$ cat src/rtl/blake3_pkg.sv
// blake3_pkg: constants and types shared by the chunk feeder and its
// register-file sub-module.
//   BLK_WORDS / BLK_BYTES : message block geometry (16 x 32-bit = 64 B)
//   CHUNK_BYTES           : maximum chunk length; longer lengths are clamped
//   IV                    : BLAKE3 initial chaining value words
//   feeder_state_t        : chunk_feeder FSM encoding
//   bswap32 / tail_mask   : helpers for byte reversal and final-word masking
package blake3_pkg;

  localparam int BLK_WORDS   = 16;
  localparam int BLK_BYTES   = 64;
  localparam int BLK_SHIFT   = $clog2(BLK_BYTES);
  localparam int CHUNK_BYTES = 1024;

  localparam logic [7:0][31:0] IV = {
    32'h5BE0CD19, 32'h1F83D9AB, 32'h9B05688C, 32'h510E527F,
    32'hA54FF53A, 32'h3C6EF372, 32'hBB67AE85, 32'h6A09E667
  };

  typedef enum logic [2:0] {
    ST_IDLE   = 3'd0,
    ST_FILL0  = 3'd1,
    ST_ISSUE  = 3'd2,
    ST_STREAM = 3'd3,
    ST_DRAIN  = 3'd4
  } feeder_state_t;

  // Reverse the byte order of a 32-bit word.
  function automatic logic [31:0] bswap32(input logic [31:0] w);
    return {w[7:0], w[15:8], w[23:16], w[31:24]};
  endfunction

  // Byte enables for a word given the bytes still owed to the chunk:
  // four or more keeps the whole word, fewer keeps only the low bytes.
  function automatic logic [3:0] tail_mask(input logic [11:0] rem);
    logic [3:0] m;
    if (rem >= 12'd4) begin
      m = 4'b1111;
    end else begin
      case (rem[1:0])
        2'd3:    m = 4'b0111;
        2'd2:    m = 4'b0011;
        2'd1:    m = 4'b0001;
        default: m = 4'b0000;
      endcase
    end
    return m;
  endfunction

endpackage

$ cat src/rtl/chunk_feeder_block_bank.sv
// block_bank: one 16 x 32-bit message block register file.
//   Clk, Rst_n : clock, asynchronous active-low reset
//   clr        : zero every word and drop the full flag (wins over a write)
//   wr_en      : write wr_data into word wr_idx, bytes with byte_en=0 stored as 0
//   set_full   : mark the block complete
//   full       : block complete flag
//   data       : whole block, word i at bits [32i+31:32i]
module block_bank
  import blake3_pkg::*;
(
  input  logic         Clk,
  input  logic         Rst_n,
  input  logic         clr,
  input  logic         wr_en,
  input  logic [3:0]   wr_idx,
  input  logic [31:0]  wr_data,
  input  logic [3:0]   byte_en,
  input  logic         set_full,
  output logic         full,
  output logic [511:0] data
);

  logic [BLK_WORDS-1:0][31:0] mem_r;
  logic                       full_r;
  logic [31:0]                masked_s;

  // Zero the bytes that lie beyond the end of the chunk.
  always_comb begin
    masked_s = 32'h0000_0000;
    for (int b = 0; b < 4; b++) begin
      masked_s[8*b +: 8] = byte_en[b] ? wr_data[8*b +: 8] : 8'h00;
    end
  end

  // Block storage and full flag; clearing also zeroes the data so that
  // unwritten words of a short final block read as zero.
  always_ff @(posedge Clk or negedge Rst_n) begin
    if (!Rst_n) begin
      mem_r  <= '0;
      full_r <= 1'b0;
    end else if (clr) begin
      mem_r  <= '0;
      full_r <= 1'b0;
    end else begin
      if (wr_en) begin
        mem_r[wr_idx] <= masked_s;
      end
      if (set_full) begin
        full_r <= 1'b1;
      end
    end
  end

  assign full = full_r;
  assign data = mem_r;

endmodule

$ cat src/rtl/chunk_feeder.sv
// chunk_feeder: packs a little-endian 32-bit word stream into 64-byte
// message blocks for the chunk hasher, zero-padding the tail, and serves
// the hasher's Next pulses from a ping-pong pair of block banks.
//   Clk, Rst_n            : clock, asynchronous active-low reset
//   Len_I, Len_Vld_I      : chunk length (bytes, clamped to 1024) and start strobe
//   Word_I, Word_Vld_I,
//   Word_Rdy_O            : message word stream, transfer on Vld & Rdy
//   Next_I                : hasher has consumed the current block
//   Update_O              : one-cycle pulse, block 0 ready, new chunk
//   Msg_O                 : current message block (word i at [32i+31:32i])
//   Byte_num_O            : latched chunk length
//   Busy_O                : chunk in progress
//   Underrun_O            : sticky, Next_I arrived before the next block was full
// Build option: define CHUNK_FEEDER_BSWAP_EN to byte-reverse every accepted
// word before storage (big-endian input); length masking then applies to
// the swapped byte order.
module chunk_feeder
  import blake3_pkg::*;
(
  input  logic         Clk,
  input  logic         Rst_n,
  input  logic [10:0]  Len_I,
  input  logic         Len_Vld_I,
  input  logic [31:0]  Word_I,
  input  logic         Word_Vld_I,
  output logic         Word_Rdy_O,
  input  logic         Next_I,
  output logic         Update_O,
  output logic [511:0] Msg_O,
  output logic [10:0]  Byte_num_O,
  output logic         Busy_O,
  output logic         Underrun_O
);

  feeder_state_t state_r, state_nx;

  logic [10:0]  len_r;
  logic [4:0]   nblk_r;
  logic [8:0]   nwords_r;
  logic [8:0]   wcnt_r;
  logic [4:0]   served_r;
  logic         rd_bank_r;
  logic         update_r;
  logic         busy_r;
  logic         underrun_r;

  logic [10:0]  len_clamp_s;
  logic [11:0]  len_ext_s;
  logic [8:0]   nwords_s;
  logic [4:0]   nblk_raw_s;
  logic [4:0]   nblk_s;
  logic [11:0]  rem_s;
  logic [3:0]   byte_en_s;
  logic [31:0]  wr_word_s;

  logic         start_s;
  logic         wr_bank_s;
  logic         words_left_s;
  logic         last_word_s;
  logic         word_rdy_s;
  logic         xfer_s;
  logic         complete_s;
  logic         next_s;
  logic         end_s;
  logic         adv_s;

  logic [1:0]   clr_s;
  logic [1:0]   wr_en_s;
  logic [1:0]   set_full_s;
  logic [1:0]   full_s;
  logic [511:0] data0_s;
  logic [511:0] data1_s;

  // Length decode: clamp, then word and block counts (an empty chunk still
  // sends one all-zero block).
  always_comb begin
    len_clamp_s = (Len_I > 11'(CHUNK_BYTES)) ? 11'(CHUNK_BYTES) : Len_I;
    len_ext_s   = {1'b0, len_clamp_s};
    nwords_s    = 9'((len_ext_s + 12'd3) >> 2);
    nblk_raw_s  = 5'((len_ext_s + 12'(BLK_BYTES - 1)) >> BLK_SHIFT);
    nblk_s      = (nblk_raw_s == 5'd0) ? 5'd1 : nblk_raw_s;
  end

  // Handshake and bank-control decode.  Block k always lands in bank k[0],
  // so the write bank is simply bit 4 of the accepted-word count.
  always_comb begin
    start_s      = (state_r == ST_IDLE) && Len_Vld_I;
    wr_bank_s    = wcnt_r[4];
    words_left_s = (wcnt_r != nwords_r);
    last_word_s  = (wcnt_r == (nwords_r - 9'd1));
    word_rdy_s   = ((state_r == ST_FILL0) || (state_r == ST_STREAM)) &&
                   !full_s[wr_bank_s] && words_left_s;
    xfer_s       = word_rdy_s && Word_Vld_I;
    complete_s   = xfer_s && ((wcnt_r[3:0] == 4'd15) || last_word_s);
    next_s       = Next_I && ((state_r == ST_ISSUE) || (state_r == ST_STREAM) ||
                              (state_r == ST_DRAIN));
    end_s        = next_s && (served_r == (nblk_r - 5'd1));
    adv_s        = next_s && !end_s;

    rem_s        = len_ext_s - {1'b0, wcnt_r, 2'b00};
    byte_en_s    = tail_mask(rem_s);
`ifdef CHUNK_FEEDER_BSWAP_EN
    wr_word_s    = bswap32(Word_I);
`else
    wr_word_s    = Word_I;
`endif

    clr_s[0]      = start_s || (adv_s && !rd_bank_r);
    clr_s[1]      = start_s || (adv_s && rd_bank_r);
    wr_en_s[0]    = xfer_s && !wr_bank_s;
    wr_en_s[1]    = xfer_s && wr_bank_s;
    set_full_s[0] = (complete_s && !wr_bank_s) ||
                    ((state_r == ST_FILL0) && (nwords_r == 9'd0));
    set_full_s[1] = complete_s && wr_bank_s;
  end

  block_bank u_bank0 (
    .Clk      (Clk),
    .Rst_n    (Rst_n),
    .clr      (clr_s[0]),
    .wr_en    (wr_en_s[0]),
    .wr_idx   (wcnt_r[3:0]),
    .wr_data  (wr_word_s),
    .byte_en  (byte_en_s),
    .set_full (set_full_s[0]),
    .full     (full_s[0]),
    .data     (data0_s)
  );

  block_bank u_bank1 (
    .Clk      (Clk),
    .Rst_n    (Rst_n),
    .clr      (clr_s[1]),
    .wr_en    (wr_en_s[1]),
    .wr_idx   (wcnt_r[3:0]),
    .wr_data  (wr_word_s),
    .byte_en  (byte_en_s),
    .set_full (set_full_s[1]),
    .full     (full_s[1]),
    .data     (data1_s)
  );

  // Next-state logic.
  always_comb begin
    state_nx = state_r;
    case (state_r)
      ST_IDLE: begin
        if (start_s) state_nx = ST_FILL0;
        else         state_nx = ST_IDLE;
      end
      ST_FILL0: begin
        if ((nwords_r == 9'd0) || complete_s) state_nx = ST_ISSUE;
        else                                  state_nx = ST_FILL0;
      end
      ST_ISSUE: begin
        if (end_s) state_nx = ST_IDLE;
        else       state_nx = ST_STREAM;
      end
      ST_STREAM: begin
        if (end_s)                                       state_nx = ST_IDLE;
        else if (!words_left_s || (xfer_s && last_word_s)) state_nx = ST_DRAIN;
        else                                             state_nx = ST_STREAM;
      end
      ST_DRAIN: begin
        if (end_s) state_nx = ST_IDLE;
        else       state_nx = ST_DRAIN;
      end
      default: state_nx = ST_IDLE;
    endcase
  end

  // State register, chunk counters and registered status outputs.
  always_ff @(posedge Clk or negedge Rst_n) begin
    if (!Rst_n) begin
      state_r    <= ST_IDLE;
      len_r      <= 11'd0;
      nblk_r     <= 5'd0;
      nwords_r   <= 9'd0;
      wcnt_r     <= 9'd0;
      served_r   <= 5'd0;
      rd_bank_r  <= 1'b0;
      update_r   <= 1'b0;
      busy_r     <= 1'b0;
      underrun_r <= 1'b0;
    end else begin
      state_r  <= state_nx;
      update_r <= (state_nx == ST_ISSUE);
      busy_r   <= (state_nx != ST_IDLE);
      if (start_s) begin
        len_r      <= len_clamp_s;
        nblk_r     <= nblk_s;
        nwords_r   <= nwords_s;
        wcnt_r     <= 9'd0;
        served_r   <= 5'd0;
        rd_bank_r  <= 1'b0;
        underrun_r <= 1'b0;
      end else begin
        if (xfer_s) begin
          wcnt_r <= wcnt_r + 9'd1;
        end
        if (adv_s) begin
          served_r  <= served_r + 5'd1;
          rd_bank_r <= !rd_bank_r;
          // The pointer still moves on an underrun; the flag records it.
          if (!full_s[!rd_bank_r]) begin
            underrun_r <= 1'b1;
          end
        end
      end
    end
  end

  // The hasher samples Msg_O in the cycle it raises Next, so the outgoing
  // block is bypassed to the incoming bank immediately.  The final Next of a
  // chunk does not move the pointer and so does not switch the view.
  assign Msg_O      = (rd_bank_r ^ adv_s) ? data1_s : data0_s;
  assign Word_Rdy_O = word_rdy_s;
  assign Update_O   = update_r;
  assign Byte_num_O = len_r;
  assign Busy_O     = busy_r;
  assign Underrun_O = underrun_r;

endmodule

$ cat config.mk
export PLATFORM = sky130hd
export DESIGN_NAME = chunk_feeder
export DESIGN_NICKNAME = d
export VERILOG_FILES = /design/src/rtl/blake3_pkg.sv /design/src/rtl/chunk_feeder_block_bank.sv /design/src/rtl/chunk_feeder.sv
export SDC_FILE = /design/constraint.sdc
export NUM_CORES = 2
export LEC_CHECK = 0
export ABC_CLOCK_PERIOD_IN_PS = 4070
export CAP_MARGIN = 20
export CELL_PAD_IN_SITES_DETAIL_PLACEMENT = 1
export CELL_PAD_IN_SITES_GLOBAL_PLACEMENT = 1
export CORE_ASPECT_RATIO = 1.5
export CORE_MARGIN = 2
export CORE_UTILIZATION = 44
export DETAILED_ROUTE_END_ITERATION = 16
export PLACE_DENSITY_LB_ADDON = 0.1
export SLEW_MARGIN = 40
export SYNTH_ARGS = -nofsm -noshare
export SYNTH_HDL_FRONTEND = slang
export SYNTH_SLANG_ARGS = --single-unit
$ cat constraint.sdc
create_clock -name Clk -period 4.07 [get_ports Clk]
set_input_delay 0.6105 -clock Clk [delete_from_list [all_inputs] [get_ports Clk]]
set_output_delay 0.6105 -clock Clk [all_outputs]
set_load 0.02 [all_outputs]
Word level (Yosys, flattened, before mapping)
Index checks and enable logic that the tools add are counted.

storage, ports and cells
  register bits = 1072
  output and inout bits = 527
  logic and storage cells = 154

operators by class
  add/sub/neg operators = 7
  order comparisons = 6
  eq/ne operators = 13
  multiplexer cells = 41
  bitwise logic cells = 1
  reductions and logical operators = 42

operators by type and width
  cell                     number
  $mux W512                5
  $bwmux W512              2
  $demux W32 S4            1
  $mux W32                 1
  $mux W8                  4
  $mux W9                  2
  $logic_and A1 B1 Y1      17
  $mux W5                  3
  $pmux W3 S5              1
  $mux W1                  14
  $ge A12 B3 Y1 const B    1
  $reduce_bool A2 Y1       6
  $sub A11 B11 Y12         1
  $add A11 B2 Y11 const B  1
  $add A11 B6 Y11 const B  1
  $gt A11 B11 Y1 const B   1
  $mux W11                 1
  $add A9 B1 Y9 const B    1
  $eq A3 B2 Y1 const B     3
  $eq A9 B9 Y1             1
  $logic_not A9 Y1         1
  $logic_or A1 B1 Y1       9
  $mux W3                  3
  $ne A9 B9 Y1             1
  other kinds (22)         29

Depth between registers and ports, before layout
  depth after elaboration = 12
  depth in mapped cells = 15

By module
Synthesis repeated with hierarchy kept, for this count alone.

unflattened totals
  cells, all modules = 3516
  area, all modules = 46788.6 µm²

modules (own cells, without submodules)
  module        instances  cells each  area each (µm²)  sequential area each (µm²)
  block_bank    2          1281        18694.2          12837.3
  chunk_feeder  1          954         9400.3           1151.1

Least setup slack after synthesis
No wires, ideal clock.

  kind = in2reg
  from = input Len_I[10]
  to = register u_bank1.mem_r (netlist bit u_bank1.data[311])
  library setup time = 0.129 ns
  arrival time = 3.582 ns
  setup slack = 0.359 ns
  stages on the path = 14
  path buffers = 4
  path through = buf_4 -> clkbuf_1 -> nand2b_1 -> ha_1 -> inv_1 -> fa_1 -> a21oi_1 -> maj3_1 -> or3_1 -> nand4_1 -> buf_2 -> o41ai_4 -> clkbuf_2 -> o21ai_0

between the ends
  cells in the longest elaborated chain, start to end = 10
  elaborated cells between the ends (all ways) = 13
  those cells by class = add/sub: 1; order compare: 2; eq/ne: 3; mux: 7

ends and longest elaborated chain
  item                                                                   RTL line                       source
  start, declared                                                        chunk_feeder.sv:22             input logic [10:0] Len_I,
  $gt A11 B11 Y1                                                         chunk_feeder.sv:77             len_clamp_s = (Len_I > 11'(CHUNK_BYTES)) ? 11'(CHUNK_BYTES) : Len_I;
  $mux W11 (*)                                                           chunk_feeder.sv:77
  $sub A11 B11 Y12 (*)                                                   chunk_feeder.sv:100            rem_s = len_ext_s - {1'b0, wcnt_r, 2'b00};
  parallel branches: the longest is 2 deep, another holds $ge A12 B3 Y1  -
  $mux W4 (*)                                                            blake3_pkg.sv:37               if (rem >= 12'd4) begin
  $mux W8 (*)                                                            chunk_feeder_block_bank.sv:31  masked_s[8*b +: 8] = byte_en[b] ? wr_data[8*b +: 8] : 8'h00;
  $bwmux W512 (*)                                                        chunk_feeder_block_bank.sv:46  mem_r[wr_idx] <= masked_s;
  $mux W512 (*)                                                          chunk_feeder_block_bank.sv:45  if (wr_en) begin
  $mux W512 (*)                                                          chunk_feeder_block_bank.sv:41  end else if (clr) begin
  end signal, assigned by index                                          chunk_feeder_block_bank.sv:46
  end, declared                                                          chunk_feeder_block_bank.sv:23  logic [BLK_WORDS-1:0][31:0] mem_r;

Every way passes the cells marked *. The select of a mux whose other input is x is not followed.
A chain may end at the register's enable or synchronous reset.

Final worst setup path
  from = register nblk_r[2]
  to = output Msg_O[288]

between the ends
  cells in the longest elaborated chain, start to end = 7

ends and longest elaborated chain
  item                    RTL line             source
  start, declared         chunk_feeder.sv:38   logic [4:0] nblk_r;
  start signal, assigned  chunk_feeder.sv:191  nblk_r <= nblk_s;
  $sub A5 B1 Y5           chunk_feeder.sv:97   end_s = next_s && (served_r == (nblk_r - 5'd1));
  $eq A5 B5 Y1            chunk_feeder.sv:97
  $logic_and A1 B1 Y1     chunk_feeder.sv:97
  $logic_not A1 Y1        chunk_feeder.sv:98   adv_s = next_s && !end_s;
  $logic_and A1 B1 Y1     chunk_feeder.sv:98
  $xor A1 B1 Y1           chunk_feeder.sv:216  assign Msg_O = (rd_bank_r ^ adv_s) ? data1_s : data0_s;
  $mux W512               chunk_feeder.sv:216
  end, declared           chunk_feeder.sv:29   output logic [511:0] Msg_O,

No other way between the ends.

==> metrics.md <==
| Metric | Value |
|---|---|
| Status | `finished with violations` |
| Failing checks | `setup timing` |
| Final min period | `4.33 ns` |
| Synth async-reset ratio | `100%` |
| Leakage Power | `30.0 nW` |
| Critical Path Sink Type | `output pin` |
| Clock buffer depth | `3` |
| Post-synth EDFFs | `0` |
| FILL cells | `11,400` |
| CP arrival | `approximately 3.7 ns` |
| IO buf count | `574` |
| Critical path, cell by cell | `nand2b_4 -> o211a_1 -> o31a_1 -> o21ba_4 -> ha_4 -> buf_12 -> buf_16 -> buf_4 -> buf_16 -> mux2_2 -> dlygate4sd2_1` |
| Hold Worst Slack | `0.383 ns` |
| CTS Buf Count | `104` |
| Core Area | `107,000 um^2` |
| Post-Layout Inst Area | `61,000 um^2` |
| First-pass iteration count of the detailed router | `5` |
| Part of the cycle the worst path needs | `106%` |
| Max Cap Viol | `0` |
| Internal Pwr Total | `around 0.028 W` |
| H-tree levels | `3` |
| Reg clk slew, reported paths | `0.07 ns` |
| NetSw | `0.0176 W` |
| Post-synthesis net count | `4,568` |
| Vias in the first global route | `40,600` |
| Setup Skew | `roughly 0.042 ns` |
| Via count | `38,100` |
| Slew margin rel. | `49.7%` |
| Final Setup Violations | `379` |
| Pre-CTS setup slack | `-0.356 ns` |
| Layout Cells excl Fill | `6,665` |
| Initial Utilization | `44.2%` |
| Total track usage | `between 30% and 40%` |
| Part of the power in registers | `29.4%` |
| Critical path required time | `3.46 ns` |
| Worst skew pair latency | `0.73 ns` |
| Die W | `about 270 um` |
| Seq/Total Area, Yosys | `56.9%` |
| CP dominant cell by count | `buf_16` |
| Synthesized flop and latch total | `1,072` |
| Wirelength per Cell | `28.1 um` |
| Setup WS post-layout | `-0.260 ns` |
| Routed vias/inst | `5.72` |
| Netlist cell types | `76` |
| Largest net degree at the start of global routing | `104` |
| Hold Fails Final Rpt | `0` |
| Critical path class | `reg -> out` |
| Power per cell area | `~740 nW/um^2` |
| Slew @ Worst Pin | `0.755 ns` |
| YS warnings | `0` |
| Max Freq | `~230 MHz` |
| Rows | `~150` |
| Layout cells sized above 1 | `approximately 28%` |
| GP Congestion | `0.860` |
| IR drop worst, VDD | `~510 uV` |
| DP Cell Count | `6,353` |
| Root Buffer | `clkbuf_16` |
| Iteration-0 DRC Markers | `2,853` |
| Crit path launch type | `register` |
| Layout area overhead | `29.3%` |
| Area after DPL | `55,900 um^2` |
| Clock Power Share | `roughly a quarter` |
| Utilization after layout | `between 50% and 60%` |
| Post-Syn Area per Cell | `10.5 um^2` |
| Die Span Y | `405 um` |
| Initial antenna violation count | `9` |
| Drc violations | `0` |
| Sw Ratio | `38.8%` |
| Clk sink count | `1,072` |
| Combinational share of power | `47.2%` |
| Worst min-delay path category | `in -> async` |
| Syn Inst Count | `4,502` |
| Slowest-stage cell, CP | `dfrtp_1` |
| TritonCTS clock tree | `done` |
| CP max stage delay | `0.42 ns` |
| DRT Wirelength | `187,000 um` |
| Post-synth top flop | `dfrtp_1` |
| Total global routing overflow | `0` |
| Crit path max fanout | `12` |
| Ant. Diodes | `0` |
| Die area | `110,000 um^2` |
| RSZ-0062 raised after global routing | `true` |
| Post-DP HPWL | `119,000 um` |
| First-pass GRT wire length | `approximately 270,000 um` |
| ANT nets after route | `0` |
| Max-slew violations | `0` |
| Fin nets | `5,226` |
| Synth Cell Area | `47,200 um^2` |
| Num ports | `around 580` |
==> power groups by stage <==
stage / combinational, W / clock (W) / sequential [W]
3_5_place_dp: 0.0170 / 0 / 0.0135
5_1_grt: 0.0222 / 0.0111 / 0.0135
6_report: 0.0214 / 0.0106 / 0.0133
4_1_cts: 0.0193 / 0.0107 / 0.0133
3_3_place_gp: 0.0168 / 0 / 0.0133
2_1_floorplan: 0.00967 / 0 / 0.0132
==> registers in the layout, summed over array words and instances, names as in the netlist <==
| signal | flops |
|---|---|
| u_bank0.data | 512 |
| u_bank1.data | 512 |
| Byte_num_O | 11 |
| nwords_r | 9 |
| wcnt_r | 9 |
| nblk_r | 5 |
| served_r | 5 |
| state_r | 3 |
| Busy_O | 1 |
| Underrun_O | 1 |
| Update_O | 1 |
| rd_bank_r | 1 |
| u_bank0.full | 1 |
| u_bank1.full | 1 |
==> what timing repair did <==
| item | 4_1_cts | 5_1_grt |
|---|---|---|
| pin swaps | 1 | 1 |
| hold buffers | 1 | 0 |
| setup endpoints to repair | 512 | 512 |
| setup buffers | 41 | 49 |
| endpoints found under the hold margin | 49 | 0 |
| cloned | 15 | 12 |
| gates resized for setup | 853 | 840 |
==> synthesized netlist by cell type (all sizes together), types with 2 or more instances <==
| cell | instances | area [um^2] |
|---|---|---|
| nand2 | 1125 | 4220 |
| dfrtp | 1072 | 26800 |
| o21ai | 1053 | 5270 |
| mux2 | 515 | 5800 |
| clkbuf | 201 | 871 |
| buf | 189 | 1280 |
| a21oi | 45 | 450 |
| nor2 | 40 | 150 |
| xnor2 | 28 | 245 |
| o41ai | 24 | 454 |
| inv | 23 | 86.3 |
| ha | 17 | 213 |
| nor2b | 15 | 101 |
| xor2 | 15 | 131 |
| nand2b | 13 | 81.3 |
| nand3 | 12 | 65.1 |
| nor3 | 12 | 60.1 |
| and2 | 10 | 62.6 |
| and3 | 9 | 61.3 |
| o31ai | 9 | 86.3 |
| nor4 | 6 | 56.3 |
| nand4 | 5 | 31.3 |
| a31oi | 4 | 25.0 |
| mux2i | 4 | 40.0 |
| nor3b | 4 | 30.0 |
| o211a | 4 | 40.0 |
| or2 | 4 | 25.0 |
| a21o | 3 | 22.5 |
| maj3 | 3 | 32.5 |
| nand3b | 3 | 22.5 |
| nor4b | 3 | 26.3 |
| o21a | 3 | 22.5 |
| a21boi | 2 | 15.0 |
| a41oi | 2 | 17.5 |
| o211ai | 2 | 15.0 |
| o22ai | 2 | 18.8 |
| o311a | 2 | 20.0 |
==> cell type report <==
cell class	count	area (um^2)	share of cell area [%]
repair buffers	942	9460	15.5
clock inverters	48	691	1.13
well taps	1415	1770	2.90
flip-flops and latches	1072	26800	44.0
inverters	23	86.3	0.142
multi-input cells	3017	19100	31.3
clock buffers	148	3070	5.03
==> kinds of logic after synthesis <==
logic type | count (synthesis) | share of synthesized area (%)
fa+ha+maj | 21 | 0.562
simple gates | 1266 | 10.7
buf+inv | 413 | 4.75
xor+xnor | 43 | 0.799
flops | 1072 | 56.9
compound gates | 1168 | 13.9
mux | 519 | 12.4
==> layout by cell type, fill, tap and decap left out, types with 19 or more instances in the layout <==
cell type,n
o21ai_0,781
clkinv_2,20
mux2_4,137
dlymetal6s2s_1,29
buf_6,89
dfrtp_1,1072
clkbuf_2,80
nand2_1,1123
clkbuf_16,113
mux2_2,378
xnor2_1,28
buf_12,90
buf_4,243
inv_1,22
nor2_1,39
a21oi_4,33
o21ai_1,272
buf_2,128
dlygate4sd2_1,123
clkdlybuf4s50_1,87
buf_16,28
o41ai_4,19
clkbuf_8,30
==> final timing paths <==
kind,start,to,slack [ns],depth (start not counted)
worst max-delay path,nblk_r[2]$_DFFE_PN0P_,Msg_O[288],-0.26,11
worst min-delay path,Rst_n,u_bank0.data[89]$_DFFE_PN0P_,0.38,2
worst max register to register,wcnt_r[0]$_DFFE_PN0P_,u_bank0.data[97]$_DFFE_PN0P_,0.40,11
worst min register to register,u_bank1.data[332]$_DFFE_PN0P_,u_bank1.data[332]$_DFFE_PN0P_,0.48,2
max in group asynchronous,Rst_n,u_bank1.data[463]$_DFFE_PN0P_,2.40,4
min in group Clk,u_bank1.data[332]$_DFFE_PN0P_,u_bank1.data[332]$_DFFE_PN0P_,0.48,2
==> critical path: cells and delay by family, from the launching register on <==
kind,cells,cell delay [ns]
buf+inv,5,0.98
compound gates,3,0.71
flops,1,0.42
mux,1,0.35
fa+ha+maj,1,0.33
simple gates,1,0.17
==> per-layer routing <==
metal / GRT usage [%] / vias up / routed length [um]
met1: 42.8 / 20000 / 76700
met4: 14.4 / 6 / 8210
li1: - / 16500 / -
met5: 0 / - / 41
met3: 4.84 / 329 / 10900
met2: 55.7 / 1274 / 91100
==> through the flow <==
step / total power (W) / setup TNS, ns
2_1_floorplan: 0.0229 / 0
3_3_place_gp: 0.0302 / -226.36
3_5_place_dp: 0.0305 / -252.21
4_1_cts: 0.0433 / -96.84
5_1_grt: 0.0469 / -66.99
6_report: 0.0453 / -37.46
Power figures use the tool's default switching activity.
